[config.mk]
export PLATFORM = sky130hd
export DESIGN_NAME = mod_updown_counter
export DESIGN_NICKNAME = d
export VERILOG_FILES = /design/src/rtl/mod_updown_counter.sv
export SDC_FILE = /design/constraint.sdc
export NUM_CORES = 1
export LEC_CHECK = 0
export BUFFER_PORTS_ARGS = -buffer_cell sky130_fd_sc_hd__buf_2
export CORE_AREA = 2 2 39 41
export CTS_CLUSTER_SIZE = 40
export DETAILED_ROUTE_END_ITERATION = 16
export DIE_AREA = 0 0 41 43
export PLACE_DENSITY_LB_ADDON = 0.15
export SYNTH_ARGS = -nofsm -noshare
export SYNTH_HDL_FRONTEND = slang
export SYNTH_SLANG_ARGS = --single-unit
export TNS_END_PERCENT = 5
[constraint.sdc]
create_clock -name clk -period 1.7 [get_ports clk]
set_input_delay 0.085 -clock clk [delete_from_list [all_inputs] [get_ports clk]]
set_output_delay 0.085 -clock clk [all_outputs]
set_load 0.03 [all_outputs]
[src/rtl/mod_updown_counter.sv]
// -----------------------------------------------------------------------------
// mod_updown_counter
//   Modulo-(MAX+1) up/down counter with synchronous load, count enable and an
//   enable prescaler. Used as a timebase or event counter.
//
// Parameters
//   WIDTH     : counter width in bits (>= 1)
//   MAX       : highest count value, range is 0..MAX (1 <= MAX <= 2**WIDTH-1)
//   PRESCALE  : enabled cycles per count step (>= 1, 1 = every enabled cycle)
//   RESET_VAL : value of out after reset (<= MAX)
//
// Ports
//   clk      in   rising-edge clock
//   rst      in   synchronous reset, active-high
//   en       in   count enable, advances the prescaler
//   up       in   direction, 1 = increment, 0 = decrement
//   load     in   synchronous load strobe (beats en, ignores up)
//   load_val in   value loaded on load, clamped to MAX
//   out      out  registered count value
//   tc       out  registered one-cycle terminal-count pulse
//   zero     out  combinational, high when out == 0
//
// Build option
//   COUNTER_SAT_EN : when defined, a step that would wrap holds out at MAX
//                    (up) or 0 (down) instead, still pulsing tc.
// -----------------------------------------------------------------------------
module mod_updown_counter #(
  parameter int WIDTH     = 4,
  parameter int MAX       = 2**WIDTH - 1,
  parameter int PRESCALE  = 1,
  parameter int RESET_VAL = 0
) (
  input  logic             clk,
  input  logic             rst,
  input  logic             en,
  input  logic             up,
  input  logic             load,
  input  logic [WIDTH-1:0] load_val,
  output logic [WIDTH-1:0] out,
  output logic             tc,
  output logic             zero
);

  localparam logic [WIDTH-1:0] MAX_V   = WIDTH'(MAX);
  localparam logic [WIDTH-1:0] RESET_V = WIDTH'(RESET_VAL);
  localparam logic [WIDTH-1:0] ONE_V   = WIDTH'(1);
  localparam logic [WIDTH-1:0] ZERO_V  = {WIDTH{1'b0}};

  logic [WIDTH-1:0] out_r;
  logic             tc_r;
  logic             step_s;
  logic [WIDTH-1:0] load_clamped_s;
  logic [WIDTH-1:0] next_out_s;
  logic             next_tc_s;

  // Prescaler: only exists when more than one enabled cycle makes a step.
  generate
    if (PRESCALE > 1) begin : g_pre
      localparam int PW = $clog2(PRESCALE);
      localparam logic [PW-1:0] LAST_V = PW'(PRESCALE - 1);
      localparam logic [PW-1:0] PONE_V = PW'(1);

      logic [PW-1:0] pre_r;

      // Step fires on the last enabled cycle of each prescale period.
      always_comb begin
        if (en && (pre_r == LAST_V)) begin
          step_s = 1'b1;
        end else begin
          step_s = 1'b0;
        end
      end

      // Prescaler phase: cleared by reset/load, held (not cleared) while en=0.
      always_ff @(posedge clk) begin
        if (rst) begin
          pre_r <= {PW{1'b0}};
        end else if (load) begin
          pre_r <= {PW{1'b0}};
        end else if (en) begin
          if (pre_r == LAST_V) begin
            pre_r <= {PW{1'b0}};
          end else begin
            pre_r <= pre_r + PONE_V;
          end
        end else begin
          pre_r <= pre_r;
        end
      end
    end else begin : g_nopre
      // Without a prescaler every enabled cycle is a step.
      always_comb begin
        step_s = en;
      end
    end
  endgenerate

  // Load values above MAX are clamped so out can never leave 0..MAX.
  always_comb begin
    if (load_val > MAX_V) begin
      load_clamped_s = MAX_V;
    end else begin
      load_clamped_s = load_val;
    end
  end

  // Next count and terminal-count for a non-load cycle.
  // Compares use >= / == so an impossible out > MAX still folds back in range.
  always_comb begin
    next_out_s = out_r;
    next_tc_s  = 1'b0;
    if (step_s) begin
      if (up) begin
        if (out_r >= MAX_V) begin
`ifdef COUNTER_SAT_EN
          next_out_s = MAX_V;
`else
          next_out_s = ZERO_V;
`endif
          next_tc_s  = 1'b1;
        end else begin
          next_out_s = out_r + ONE_V;
          next_tc_s  = 1'b0;
        end
      end else begin
        if (out_r == ZERO_V) begin
`ifdef COUNTER_SAT_EN
          next_out_s = ZERO_V;
`else
          next_out_s = MAX_V;
`endif
          next_tc_s  = 1'b1;
        end else begin
          next_out_s = out_r - ONE_V;
          next_tc_s  = 1'b0;
        end
      end
    end else begin
      next_out_s = out_r;
      next_tc_s  = 1'b0;
    end
  end

  // Count and tc registers, priority rst > load > step.
  always_ff @(posedge clk) begin
    if (rst) begin
      out_r <= RESET_V;
      tc_r  <= 1'b0;
    end else if (load) begin
      out_r <= load_clamped_s;
      tc_r  <= 1'b0;
    end else begin
      out_r <= next_out_s;
      tc_r  <= next_tc_s;
    end
  end

  assign out  = out_r;
  assign tc   = tc_r;
  assign zero = (out_r == ZERO_V);

endmodule

Word-level counts from Yosys, hierarchy flattened
Cells that the tools add are included.

word-level totals
  flip-flop bits (word level) = 5
  output and inout port bits = 6
  input bits = 9
  logic and storage cells = 19

cells by class
  bitwise gates (word level) = 1
  $add $sub $neg = 2
  magnitude comparators = 2
  reduce and logical (&&, ||, !) cells = 3
  multiplexer cells = 9

operator list
  kind                                                                count
  4-bit 2-to-1 mux                                                    6
  4-bit by 1-bit adder with 4-bit output, second input constant       1
  4-bit greater-or-equal comparator, second input constant            1
  4-bit greater-than comparator, second input constant                1
  4-bit zero test                                                     1
  4-bit by 1-bit subtractor with 4-bit output, second input constant  1
  1-bit 2-to-1 mux                                                    3
  3-bit OR reduction                                                  1
  2-bit nonzero test                                                  1
  1-bit inverter                                                      1

Logic depth before layout (Yosys ltp)
Gate-level depths: netlist of run 1.

  depth in word-level cells = 5
  mapped depth = 6
  depth with buffers taken out = 6

Worst setup path after synthesis of run 1
Ideal clock, no wire load.

  path type = flip-flop to output port
  from = register out_r[0], in the netlist out[0]
  to = output zero
  setup slack = 0.154 ns
  data required time = 1.615 ns
  path buffers = 0
  arrival time = 1.461 ns
  stages on the path, launching flop included = 4
  cell sequence = dfxtp_1 inv_1 ha_1 nor3b_1

between the ends
  word-level cells in the longest chain between the ends = 1

RTL lines
  element                   line  text
  start: declaration        49    logic [WIDTH-1:0] out_r;
  start signal: assignment  150   out_r <= load_clamped_s;
  start signal: assignment  153   out_r <= next_out_s;
  4-bit zero test           160   assign zero = (out_r == ZERO_V);
  end: declaration          41    output logic zero

Every way passes these cells.

Final worst setup path of run 1
  from = register out_r[0], in the netlist out[0]
  to = register out_r[3], in the netlist out[3]

between the ends
  word-level cells in the longest chain between the ends = 5
  elaborated cells between the ends (all ways) = 9
  those cells by class = add/sub (2); order compare (1); mux (5); reduce/logical (1)

RTL lines
  element                                                              line      text
  4-bit by 1-bit subtractor with 4-bit output (tied with other cells)  134       next_out_s = out_r - ONE_V;
  4-bit 2-to-1 mux, on equally long branches                           126, 114
  4-bit 2-to-1 mux *                                                   113       if (up) begin
  4-bit 2-to-1 mux *                                                   112       if (step_s) begin
  4-bit 2-to-1 mux *                                                   149       end else if (load) begin

Mark *: on every way between the ends. The rest lies on a longest branch, timed or not. The select of a mux whose other input is x is not followed.
A chain may end at the register's enable or synchronous reset.

==> impl_metrics.json, run 1 <==
{
  "status": "finished clean",
  "cp_slowest_cell": "dfxtp_1",
  "critPathTopFamily": "flip-flops",
  "grt_max_degree": 13,
  "fillCellCount": 163,
  "clkTransAtPathRegs_ps": 40,
  "cp_max_fo": 7,
  "dr_wl_met3_um": 52,
  "synthCells": 50,
  "ioPinCount": 15,
  "fin_crit_sh_pct": 82.3,
  "final_common_cell": "buf_2",
  "path_buf_inv": 1,
  "wl_per_cell_um": 11.0,
  "hold_viol": 0,
  "cts_root_buffer": "clkbuf_4",
  "h-tree-depth": 1,
  "relSlewSlack_pct": 75.7,
  "grt_pass1_vias": 374,
  "regArea_um2": 100,
  "cts_tree": "built",
  "worst_slew_pin_slew_ps": 364,
  "netlist.area_leader.share_pct": 26.1,
  "core_region_area_um2": 1380,
  "gp_congestion": 0.771,
  "layout.nets": 77,
  "power_frac_seq_pct": 36.0,
  "routed_via_density": 4.99,
  "wl_um": 891,
  "clockBufferDepth": 2,
  "portBuffers": 14,
  "die-area_um2": 1760,
  "fin_skew_ps": 3.69,
  "power_switching_mw": 0.140,
  "leakagePower_nw": 0.214,
  "antennaDiodeCount": 0,
  "final_cell_mix": "buf_2, inv_1, dfxtp_1",
  "vias": 404,
  "syn-num-nets": 61,
  "wl_met1_um": 373,
  "route.detailed.drc": 0,
  "regToRegStartpoint": "out[0]",
  "overflow": 0,
  "yosys_warnings": 0,
  "power.internal_mw": 0.267,
  "cts_buffers": 3,
  "detail-route-antenna-nets": 0,
  "max_freq_ghz": 0.715,
  "cp-startpoint": "out[0]",
  "hp-class": "in -> reg",
  "cts_resized": 0,
  "switching_share_pct": 34.3,
  "cellPowerDensity_nw_per_um2": 840,
  "cts_sinks": 5,
  "yosysUniqueCellTypes": 22,
  "ir_drop_mv": 0.318,
  "setup_tns_ps": 0,
  "grt_pass1_wl_mm": 1.61,
  "setup_violations": 0,
  "dp_hpwl_um": 686,
  "dr_wl_met2_um": 457,
  "rsz0062_at_grt": "no",
  "crit_required_ps": 1870,
  "grt_usage_pct": 14.0,
  "antenna_found_initial": 0,
  "clockPowerShare_pct": 34.0,
  "worstPathCellList": "inv_1, ha_1, or3b_1, a21oi_1, a221oi_1, a31oi_1",
  "critPathCaptureType": "register",
  "total_power_mw": 0.407,
  "syn_area_per_cell_um2": 7.66,
  "synth_area_leaders": "dfxtp_1, xnor2_1, ha_1, a21oi_1, o21ai_0",
  "yosys_register_bits": 5,
  "std_cell_rows": 14,
  "multi_input_area_um2": 249,
  "die_width_um": 41,
  "area.growth.synth_to_final_pct": 26.5,
  "postCtsSetupBuffers": 0,
  "drv_slew": 0,
  "cp.arrival_ps": 1570,
  "firstDrtPassIters": 2,
  "cts_hold_buf": 0,
  "hp-start": "rst",
  "die_y_um": 43,
  "start_util_pct": 27.7,
  "r2r_slack_ps": 300,
  "cp-start-kind": "register",
  "max-cap-violations": 0,
  "clk_latency_ps": 240,
  "crit_path_max_incr_delay_ps": 360,
  "synth_area_um2": 383,
  "crit_type": "reg -> reg",
  "dr.max_layer_used": "met4",
  "drt_iter0_markers": 5,
  "synth.largest_area_cell": "dfxtp_1",
  "period_minus_slack_ps": 1400,
  "pwr-share-comb_pct": 30.0,
  "hold_ws_ps": 94.0,
  "seq_area_frac_synth_pct": 26.1,
  "drive_gt1_share_pct": 27.7
}
## worst paths after layout
path / end / depth (start not counted)
max: out[3] / 6
min: out[1] / 2
max reg2reg: out[3] / 6
min reg2reg: out[3] / 2
## cells by family after synthesis
kind of cell	count (synthesis)	synth area share, %
AOI/OAI and AO/OA	16	24.8
and+or+nand+nor	15	24.2
buffers and inverters	8	8.82
DFF	5	26.1
xor gates and xnor gates	3	6.86
adders and majority gates	2	6.53
muxes	1	2.61
## power by group through the flow
stage / registers (mW) / logic [mW] / clock network, mW
after floorplan: 0.155 / 0.0811 / 0
after global placement: 0.148 / 0.125 / 0
after detailed placement: 0.148 / 0.122 / 0
after CTS: 0.146 / 0.123 / 0.145
after global routing: 0.149 / 0.137 / 0.153
final: 0.146 / 0.122 / 0.138
## synthesized netlist by cell type
cell type / count
a32oi_1: 1
buf_2: 3
o21a_1: 1
o21ai_1: 2
nand2_1: 2
nor4b_2: 1
nor3b_1: 2
nor4_1: 2
a221oi_1: 1
o31ai_1: 1
nor2_1: 4
dfxtp_1: 5
and2_1: 1
a21oi_1: 4
ha_1: 2
xnor2_1: 3
or3b_1: 1
inv_1: 5
a31oi_1: 2
mux2i_1: 1
o21ai_0: 4
nor2b_1: 2
## layout make-up
type	instances	area share (%)
inverter	5	3.88
multi-input combinational	37	51.4
timing repair buffer	14	14.5
tap	16	4.13
clock buffer	4	5.43
sequential	5	20.7
## per-stage QoR
step	util (%)	cells	setup slack [ps]	cell area [um2]
after floorplan	-	50	154	383
after global placement	33.1	77	298	458
after detailed placement	33.1	77	310	458
after CTS	35.0	81	287	484
after global routing	35.0	81	103	484
final	35.0	81	301	484
## sequential cells by signal, summed over array words and instances, names as in the netlist
register and cells:
out 4, tc 1
## metal layers
metal / GRT usage (%) / up-vias
li1: - / 209
met1: 17.0 / 183
met2: 18.8 / 10
met3: 7.85 / 2
met4: 8.00 / 0
met5: 0 / -
(Power assumes the default switching activity.)
==> run 2, diff against run 1 <==
Clock period 1.7 ns to 1.2 ns, I/O delays scaled along.
==> run 2 against run 1 <==
  * The flow now finishes with violations (setup timing)
  * Maximum frequency up 6.5%
  * Power up 62%
  * Via count up 7.9%
  * Critical path type unchanged
  * Highest routed layer unchanged
==> impl_metrics.json, run 2 (synthesis gave the netlist of run 1 again) <==
{
  "status": "complete, but fails checks",
  "violations": "setup timing",
  "vias": 436,
  "grt_usage_pct": 15.2,
  "crit_type": "reg -> reg",
  "cp-startpoint": "out[1]",
  "die_width_um": 41,
  "endpoint": "out[3]",
  "rsz0062_at_grt": "yes",
  "antenna_found_initial": 0,
  "start_util_pct": 27.7,
  "fin_crit_sh_pct": 109,
  "cp.arrival_ps": 1490,
  "overflow": 0,
  "drive_gt1_share_pct": 45.8,
  "final_cell_mix": "buf_2, buf_4, nor2_1, a21oi_1, o21ai_0",
  "hp-class": "in -> reg",
  "finalWorstSetupSlack_ps": -114,
  "worstPathCellList": "inv_4, ha_4, or3b_1, a21oi_1, a221oi_1, a31oi_1",
  "max_freq_ghz": 0.761,
  "power_frac_seq_pct": 30.8,
  "period_minus_slack_ps": 1310,
  "power.internal_mw": 0.431,
  "worst_slew_pin_slew_ps": 266,
  "clk_latency_ps": 250,
  "drv_slew": 0,
  "h-tree-depth": 1,
  "die_y_um": 43,
  "ir_drop_mv": 0.659,
  "power_switching_mw": 0.229,
  "final_common_cell": "buf_2",
  "switching_share_pct": 34.6,
  "critPathCaptureType": "register",
  "drt_iter0_markers": 4,
  "regToRegStartpoint": "out[1]",
  "firstDrtPassIters": 3,
  "cellPowerDensity_nw_per_um2": 1120,
  "route.detailed.drc": 0,
  "rr_endpoint": "out[3]",
  "crit_required_ps": 1380,
  "grt_pass1_vias": 388,
  "detail-route-antenna-nets": 0,
  "setup_violations": 4,
  "cts_root_buffer": "clkbuf_4",
  "antennaDiodeCount": 0,
  "fin_cells": 88,
  "crit_path_max_incr_delay_ps": 350,
  "setup_tns_ps": -245,
  "wl_per_cell_um": 12.0,
  "relSlewSlack_pct": 82.3,
  "layout.nets": 84,
  "grt_pass1_wl_mm": 1.66,
  "r2r_slack_ps": -110,
  "wl_mm": 1.05,
  "die-area_um2": 1760,
  "postCtsSetupBuffers": 0,
  "final_core_utilization_pct": 42.8,
  "largest_reg_flops": 4,
  "cts_sinks": 5,
  "std_cell_rows": 14,
  "hold_viol": 0,
  "portBuffers": 14,
  "rr_worst_depth": 6,
  "fin_area_um2": 592,
  "routed_via_density": 4.95,
  "gp_congestion": 0.759,
  "cp-start-kind": "register",
  "dpl_cell_area_um2": 524,
  "leakagePower_nw": 0.266,
  "core_region_area_um2": 1380,
  "area.growth.synth_to_final_pct": 54.6,
  "clockPowerShare_pct": 30.7,
  "cts_buffers": 3,
  "grt_max_degree": 11,
  "cts_tree": "built",
  "clockBufferDepth": 2,
  "dp_hpwl_um": 747,
  "ioPinCount": 15,
  "cp_slowest_cell": "dfxtp_4",
  "max-cap-violations": 0,
  "cts_hold_buf": 0,
  "cp_max_fo": 3,
  "clkTransAtPathRegs_ps": 40,
  "pwr-share-comb_pct": 38.5,
  "placed_cells": 84,
  "fin_skew_ps": 1.48
}
[run 2: final cells by class]
type,instances,area [um2]
repair buffers,21,133
fillers,151,792
well taps,16,20.0
multi-input cells,37,280
flip-flops and latches,5,109
inverters,5,23.8
clock buffers,4,26.3
[run 2: worst min path at each step]
stage,start,endpoint,cells after the start,slack [ps]
floorplan,rst,out[1],1,120
global placement,rst,out[1],2,320
detailed placement,load_val[0],out[0],3,320
CTS,rst,out[1],2,60
global route,rst,out[0],2,60
finish,load_val[0],out[0],3,60
[run 2: power groups by stage]
stage	sequential, mW	combinational (mW)	clock (mW)
after global routing	0.206	0.274	0.225
after detailed placement	0.203	0.215	0
after CTS	0.202	0.243	0.209
after global placement	0.203	0.216	0
after floorplan	0.220	0.118	0
final	0.203	0.254	0.203
[run 2: stage by stage]
stage / power [mW] / hold WS, ps / worst slack [ps]
after floorplan: 0.339 / 122 / -77.3
after global placement: 0.419 / 322 / -79.9
after detailed placement: 0.418 / 320 / -82.4
after CTS: 0.654 / 58.7 / -72.2
after global routing: 0.706 / 61.6 / -191
final: 0.660 / 57.5 / -114
[run 2: worst max-delay path, delay by kind of cell, from the launching register on]
kind / cells / cell delay, ps
compound gates: 3 / 360
flops: 1 / 350
simple gates: 1 / 340
fa+ha+maj: 1 / 140
buf+inv: 1 / 60
[run 2: timing repair]
action	in CTS	in global routing
resized for setup	8	1
endpoints found under the setup margin	5	5
pin swaps	1	0
[run 2: per-layer routing]
| metal | vias to the layer above | global-route usage [%] | wire length (um) | share of wire, % |
|---|---|---|---|---|
| met2 | 10 | 22.5 | 538 | 51 |
| met4 | 0 | 8.00 | 24 | 2.3 |
| met3 | 4 | 9.42 | 56 | 5.3 |
| met1 | 201 | 15.8 | 432 | 41 |
| met5 | - | 0 | 0 | 0 |
| li1 | 221 | - | - | - |
==> run 3, diff against run 2 <==
Settings changed: REMOVE_ABC_BUFFERS set to 1.
==> run 3 against run 2 <==
  * The flow still finishes with violations (setup timing)
  * Utilization fell by 0.90 points
  * Worst setup slack improved by 6.6 ps
  * Cell count stayed put
  * Maximum frequency rose by 0.51%
  * Final area is 2.1% lower
  * Die area is the same
  * Clock power about the same
  * Register-to-register slack about the same
  * Hold slack worse by 9.0 ps
  * Highest routed layer is now met3
==> impl_metrics.json, run 3 (synthesis gave the netlist of run 1 again) <==
{
  "status": "complete, but fails checks",
  "violations": "setup timing",
  "rr_endpoint": "out[3]",
  "hp-class": "in -> reg",
  "relSlewSlack_pct": 83.2,
  "cts_buffers": 3,
  "largest_reg_flops": 4,
  "fin_crit_sh_pct": 109,
  "final_cell_mix": "buf_2, buf_4, nor2_1, o21ai_0",
  "cp.arrival_ps": 1480,
  "rr_worst_depth": 6,
  "drive_gt1_share_pct": 48.6,
  "die-area_um2": 1760,
  "cp-startpoint": "out[0]",
  "h-tree-depth": 1,
  "crit_type": "reg -> reg",
  "routed_via_density": 4.82,
  "max-cap-violations": 0,
  "firstDrtPassIters": 2,
  "hold_ws_ps": 48.5,
  "detail-route-antenna-nets": 0,
  "worst_slew_pin_slew_ps": 249,
  "placed_cells": 83,
  "gp_congestion": 0.811,
  "grt_pass1_wl_mm": 1.67,
  "final_common_cell": "buf_2",
  "cts_root_buffer": "clkbuf_4",
  "wl_per_cell_um": 11.6,
  "rsz0062_at_grt": "yes",
  "clkTransAtPathRegs_ps": 50,
  "area.growth.synth_to_final_pct": 51.3,
  "std_cell_rows": 14,
  "grt_pass1_vias": 395,
  "vias": 424,
  "min_path_cells": 3,
  "clockBufferDepth": 2,
  "min_to": "out[0]",
  "r2r_slack_ps": -110,
  "cp-start-kind": "register",
  "critPathCaptureType": "register",
  "start_util_pct": 27.7,
  "finalWorstSetupSlack_ps": -107,
  "route.detailed.drc": 0,
  "die_y_um": 43,
  "setup_violations": 4,
  "setup_tns_ps": -177,
  "grt_usage_pct": 14.9,
  "wl_mm": 1.02,
  "fin_skew_ps": 5.90,
  "grt_max_degree": 11,
  "core_region_area_um2": 1380,
  "cts_hold_buf": 0,
  "overflow": 0,
  "portBuffers": 14,
  "crit_required_ps": 1380,
  "cts_tree": "built",
  "ioPinCount": 15,
  "regToRegStartpoint": "out[0]",
  "die_width_um": 41,
  "hold_viol": 0,
  "leakagePower_nw": 0.258,
  "cp_max_fo": 4,
  "antennaDiodeCount": 0,
  "dp_hpwl_um": 705,
  "clk_latency_ps": 250,
  "max_freq_ghz": 0.765,
  "period_minus_slack_ps": 1310,
  "cts_sinks": 5,
  "fillCellCount": 154,
  "layout.nets": 84,
  "antenna_found_initial": 0,
  "fin_cells": 88,
  "ir_drop_mv": 0.567,
  "drt_iter0_markers": 2,
  "drv_slew": 0,
  "hp-start": "load_val[0]",
  "final_core_utilization_pct": 41.9,
  "cellPowerDensity_nw_per_um2": 1110
}
-- run 3: final cells by class --
cell class / instances / area [um2] / share of cell area (%)
well taps: 16 / 20.0 / 3.46
flip-flops and latches: 5 / 105 / 18.1
inverters: 5 / 21.3 / 3.67
clock buffers: 4 / 26.3 / 4.54
multi-input cells: 37 / 282 / 48.6
repair buffers: 21 / 125 / 21.6
-- run 3: stage by stage --
step	cell area, um2	setup WS [ps]	total power [mW]
detailed placement	503	-162	0.409
floorplan	368	-334	0.324
finish	579	-107	0.643
CTS	563	-94.7	0.639
global route	579	-165	0.691
global placement	503	-167	0.412
-- run 3: critical path, stage by stage, from the launching register on --
cell and delay (ps):
dfxtp_4 350, inv_4 60, ha_4 130, or3b_4 370, a21oi_2 160, a221oi_2 40, a31oi_1 120
-- run 3: worst max path at each step --
stage	cells past startpoint	to
detailed placement	6	out[3]
finish	6	out[3]
floorplan	6	out[3]
global route	6	out[3]
global placement	6	out[3]
CTS	6	out[3]
-- run 3: what timing repair did --
item | CTS | global route
buffers inserted | 1 | 0
resized for setup | 9 | 5
pin swaps | 3 | 3
endpoints found under the setup margin | 5 | 5
-- run 3: power by group --
part	switching (mW)	internal, mW	leakage [nW]	total, mW
Combinational	0.130	0.115	0.201	0.246
Clock	0.0746	0.126	0.0150	0.201
Sequential	0.0161	0.180	0.0422	0.196
-- run 3: metal layers --
| layer | share of wire (%) | track usage (%) | vias to the layer above |
|---|---|---|---|
| met5 | 0 | 0 | - |
| met4 | 0 | 5.33 | 0 |
| met3 | 5.2 | 9.95 | 0 |
| met2 | 52 | 22.5 | 11 |
| met1 | 42 | 15.8 | 192 |
| li1 | - | - | 221 |
